--- src/rtl/reg_pipe_pkg.sv ---
// reg_pipe_pkg: shared types and helpers for the reg_pipe retiming slice.
package reg_pipe_pkg;

    // Bits needed to count 0..depth valid stages.
    function automatic int occ_w(input int depth);
        return $clog2(depth + 1);
    endfunction

    // Per-stage controls; independent of WIDTH so any instance can share it.
    typedef struct packed {
        logic ld;
        logic clr;
    } stage_ctl_t;

endpackage

--- src/rtl/reg_pipe_stage.sv ---
// reg_pipe_stage: one valid+data register with async reset, load enable and flush clear.
module reg_pipe_stage
    import reg_pipe_pkg::*;
#(
    parameter int WIDTH = 8
) (
    input  logic             clk,
    input  logic             rst,
    input  stage_ctl_t       ctl,
    input  logic             v_in,
    input  logic [WIDTH-1:0] d_in,
    output logic             v,
    output logic [WIDTH-1:0] d
);

    // Data only moves with a valid beat, so bubbles leave the old contents in place.
    always_ff @(posedge clk or posedge rst) begin
        if (rst) begin
            v <= 1'b0;
            d <= '0;
        end else if (ctl.clr) begin
            v <= 1'b0;
        end else if (ctl.ld) begin
            v <= v_in;
            if (v_in) d <= d_in;
        end
    end

endmodule

--- src/rtl/reg_pipe.sv ---
// reg_pipe: DEPTH-stage valid/ready register pipeline with bubble collapsing and flush.
// Define REG_PIPE_OCC_EN to add the registered occupancy output.
module reg_pipe
    import reg_pipe_pkg::*;
#(
    parameter int WIDTH = 8,
    parameter int DEPTH = 3
) (
    input  logic             clk,
    input  logic             rst,
    input  logic             flush,
    input  logic             in_valid,
    output logic             in_ready,
    input  logic [WIDTH-1:0] in_data,
    output logic             out_valid,
    input  logic             out_ready,
    output logic [WIDTH-1:0] out_data
`ifdef REG_PIPE_OCC_EN
    ,
    output logic [occ_w(DEPTH)-1:0] occupancy
`endif
);

    if (DEPTH < 1) begin : g_depth_chk
        $error("reg_pipe: DEPTH must be >= 1");
    end

    logic [DEPTH-1:0] v;
    logic [DEPTH-1:0] rdy;
    logic [WIDTH-1:0] d [DEPTH];
    stage_ctl_t       ctl [DEPTH];

    genvar i;
    for (i = 0; i < DEPTH; i++) begin : g_stage
        // A stage can move unless it and every stage after it are full and the sink stalls.
        assign rdy[i] = out_ready | ~&v[DEPTH-1:i];
        assign ctl[i] = '{ld: rdy[i], clr: flush};
        if (i == 0) begin : g_head
            reg_pipe_stage #(.WIDTH(WIDTH)) u_stage (
                .clk (clk),
                .rst (rst),
                .ctl (ctl[i]),
                .v_in(in_valid),
                .d_in(in_data),
                .v   (v[i]),
                .d   (d[i])
            );
        end else begin : g_body
            reg_pipe_stage #(.WIDTH(WIDTH)) u_stage (
                .clk (clk),
                .rst (rst),
                .ctl (ctl[i]),
                .v_in(v[i-1]),
                .d_in(d[i-1]),
                .v   (v[i]),
                .d   (d[i])
            );
        end
    end

    assign in_ready  = rdy[0] & ~flush;
    assign out_valid = v[DEPTH-1] & ~flush;
    assign out_data  = d[DEPTH-1];

`ifdef REG_PIPE_OCC_EN
    localparam int OW = occ_w(DEPTH);

    logic push;
    logic pop;

    assign push = in_valid & in_ready;
    assign pop  = out_valid & out_ready;

    always_ff @(posedge clk or posedge rst) begin
        if (rst) begin
            occupancy <= '0;
        end else if (flush) begin
            occupancy <= '0;
        end else begin
            occupancy <= occupancy + OW'(push) - OW'(pop);
        end
    end
`endif

endmodule

--- config.mk ---
export PLATFORM = sky130hd
export DESIGN_NAME = reg_pipe
export DESIGN_NICKNAME = d
export VERILOG_FILES = /design/src/rtl/reg_pipe_pkg.sv /design/src/rtl/reg_pipe_stage.sv /design/src/rtl/reg_pipe.sv
export SDC_FILE = /design/constraint.sdc
export NUM_CORES = 1
export LEC_CHECK = 0
export CAP_MARGIN = 10
export CORE_ASPECT_RATIO = 1.2
export CORE_MARGIN = 2
export CORE_UTILIZATION = 40
export DETAILED_ROUTE_END_ITERATION = 8
export REMOVE_ABC_BUFFERS = 1
export SYNTH_ARGS = -nofsm -noshare
export SYNTH_HDL_FRONTEND = slang
export SYNTH_SLANG_ARGS = --single-unit
--- constraint.sdc ---
create_clock -name clk -period 2.15 [get_ports clk]
set_input_delay 0.215 -clock clk [delete_from_list [all_inputs] [get_ports clk]]
set_output_delay 0.215 -clock clk [all_outputs]
set_load 0.05 [all_outputs]
==> flow_metrics.tcl <==
set metrics [dict create \
    cp_cell_sequence "clkdlybuf4s50_1" \
    crit_slowest_cell "clkdlybuf4s50_1" \
    routedWlPerCell_um 14.4 \
    final_cell_area_um2 1410 \
    rsz0062_at_grt "no" \
    avgViaCountPerCell 4.69 \
    synthDistinctLibCells 16 \
    wl_um 1850 \
    hold_violations 0 \
    final_cell_mix "dfrtp_1 (27), clkdlybuf4s50_1 (20), mux2_4 (16)" \
    route.detailed.drc 0 \
    final_common_cell "dfrtp_1" \
    worst_setup_path_start_kind "flop" \
    critPathTopFamily "buffers and inverters" \
    cts_buffer_depth 2 \
    yosysTopAreaCell "dfrtp_1" \
    ctsResizeCount 0 \
    synth.area.top_cells "dfrtp_1 (56%), mux2_4 (20%), mux2_1 (7.5%), buf_4 (5.0%), buf_6 (1.9%)" \
    io_buffer_count 22 \
    start_util 0.423 \
    worstSetupPathType "flop to output port" \
    yosys.area.top_type_share 0.563 \
    vias 600 \
    htree_levels 1 \
    tightest_slew_ns 0.588 \
    cp.arrival_ns 1.52 \
    path_clk_slew_ns 0.15 \
    avgSynthCellArea_um2 15.4 \
    synth_seq_area_share 0.563 \
    first_global_vias 671 \
    ioPinCount 23 \
    cp_num_buf_inv 1 \
    dieHeight_um 64.0 \
    antenna_found_initial 0 \
    grtUsageTotal 0.129 \
    cts_tree "yes" \
    place_area_um2 1380 \
    final_core_util 0.497 \
    root_buffer "clkbuf_4" \
    fmax_mhz 576 \
    cts_setup_buffers 0 \
    postSynthCellCount 78 \
    rows 21 \
    crit_required_ns 1.93 \
    cts-buffers-inserted 3 \
    core_area_um2 2840 \
    cts_hold_buf 0 \
    slew_violations 0 \
    firstDrtPassIters 2 \
    ys_ff_latch 27 \
    worstSkewPairLatency_ns 0.32 \
    leakagePower_nw 0.642 \
    drv_cap 0 \
    layout.nets 108 \
    setup_tns_ns 0 \
    hp-class "primary input to async pin" \
    power_per_cell_area_nw_per_um2 1070 \
    drtIter0Drc 11 \
    ir_drop_mv 0.498 \
    status "complete, no violations" \
    finalSetupViolations 0 \
    route.antenna.remaining_nets 0 \
    yosysWarningCount 0 \
    grt_max_degree 28 \
    fin_crit_sh 0.808 \
    gr-total-overflow 0 \
    final_layout_size_suffix_gt1_frac 0.287 \
    dp_hpwl_um 1260 \
    place_congestion 0.661 \
    cts_sinks 27 \
    maxSlewHeadroom 0.608 \
    netlist_area_um2 1200 \
    antenna_cells 0 \
    die_x_um 54.0 \
    max_stage_delay_ns 0.81 \
    syn_to_final_growth_pct 17.4 \
    die_area_um2 3460 \
    fin_crit_ns 1.74 \
    worstSetupEndpointType "output port" \
    grt_pass1_wl_um 3160 \
    crit_fanout 2 \
    clock_skew_ns 0.00859 \
]
==> through the flow <==
| step | hold WS, ns | setup WS (ns) | power [mW] | instances |
|---|---|---|---|---|
| after detailed placement | 0.479 | 0.192 | 1.31 | 124 |
| final | 0.230 | 0.413 | 1.51 | 128 |
| after floorplan | 0.268 | 0.606 | 1.12 | 66 |
| after global routing | 0.266 | 0.336 | 1.59 | 128 |
| after CTS | 0.235 | 0.394 | 1.53 | 128 |
| after global placement | 0.476 | 0.247 | 1.30 | 124 |
==> final timing paths <==
path / startpoint / end / slack (ns) / depth (start not counted)
min in group clk: in_data[1] / g_stage[0].g_head.u_stage.d[1] / 0.49 / 2
max: g_stage[2].g_body.u_stage.d[1] / out_data[1] / 0.41 / 1
max in group asynchronous: rst / g_stage[0].g_head.u_stage.v / 1.67 / 3
min reg2reg: g_stage[0].g_head.u_stage.d[2] / g_stage[1].g_body.u_stage.d[2] / 0.50 / 1
min: rst / g_stage[1].g_body.u_stage.d[1] / 0.23 / 3
max reg2reg: g_stage[2].g_body.u_stage.v / g_stage[0].g_head.u_stage.d[6] / 0.51 / 3
==> logic make-up (layout without fill, tap and decap cells) <==
family,after synthesis,in the layout,synth area share
multiplexers,24,24,0.275
buffers and inverters,15,31,0.0854
AND/OR/NAND/NOR,7,7,0.0469
flip-flops,27,27,0.563
AO/OA/AOI/OAI,5,5,0.0302
==> final cells by class <==
class | instances | area (um2)
timing repair buffer | 24 | 230
clock buffer | 3 | 22.5
inverter | 3 | 11.3
sequential | 27 | 676
multi-input combinational | 36 | 423
tap | 34 | 42.5
clock inverter | 1 | 5.00
fill | 266 | 1430
==> worst min-delay path, delay by kind of cell <==
family	cells	cell delay [ns]
buf+inv	3	0.76
==> state kept, by name, summed over array words and instances (netlist names) <==
signal,flops
g_stage.g_head.u_stage.d,8
g_stage.g_body.u_stage.v,2
g_stage.g_body.u_stage.d,16
g_stage.g_head.u_stage.v,1
==> per-layer routing <==
metal  vias up  share of wire  track usage
met5         -              0            0
met4         0          0.015       0.0750
met3         2          0.034       0.0140
met2        13           0.49        0.195
met1       297           0.47        0.175
li1        288              -            -
==> power breakdown <==
part	internal (mW)	switching (mW)
Combinational	0.269	0.319
Clock	0.0697	0.147
Sequential	0.637	0.0687
Total	0.975	0.535
==> synth_stat cells <==
cell and number:
a31oi_1 2, nor3b_4 1, clkbuf_1 1, mux2_1 8
a211o_1 1, nor2b_2 1, dfrtp_1 27, mux2_4 16
inv_1 3, a21oi_1 1, nor2_1 4, buf_6 2
nor2b_4 1, buf_2 1, buf_4 8, a311o_1 1
Power figures use the tool's default switching activity.
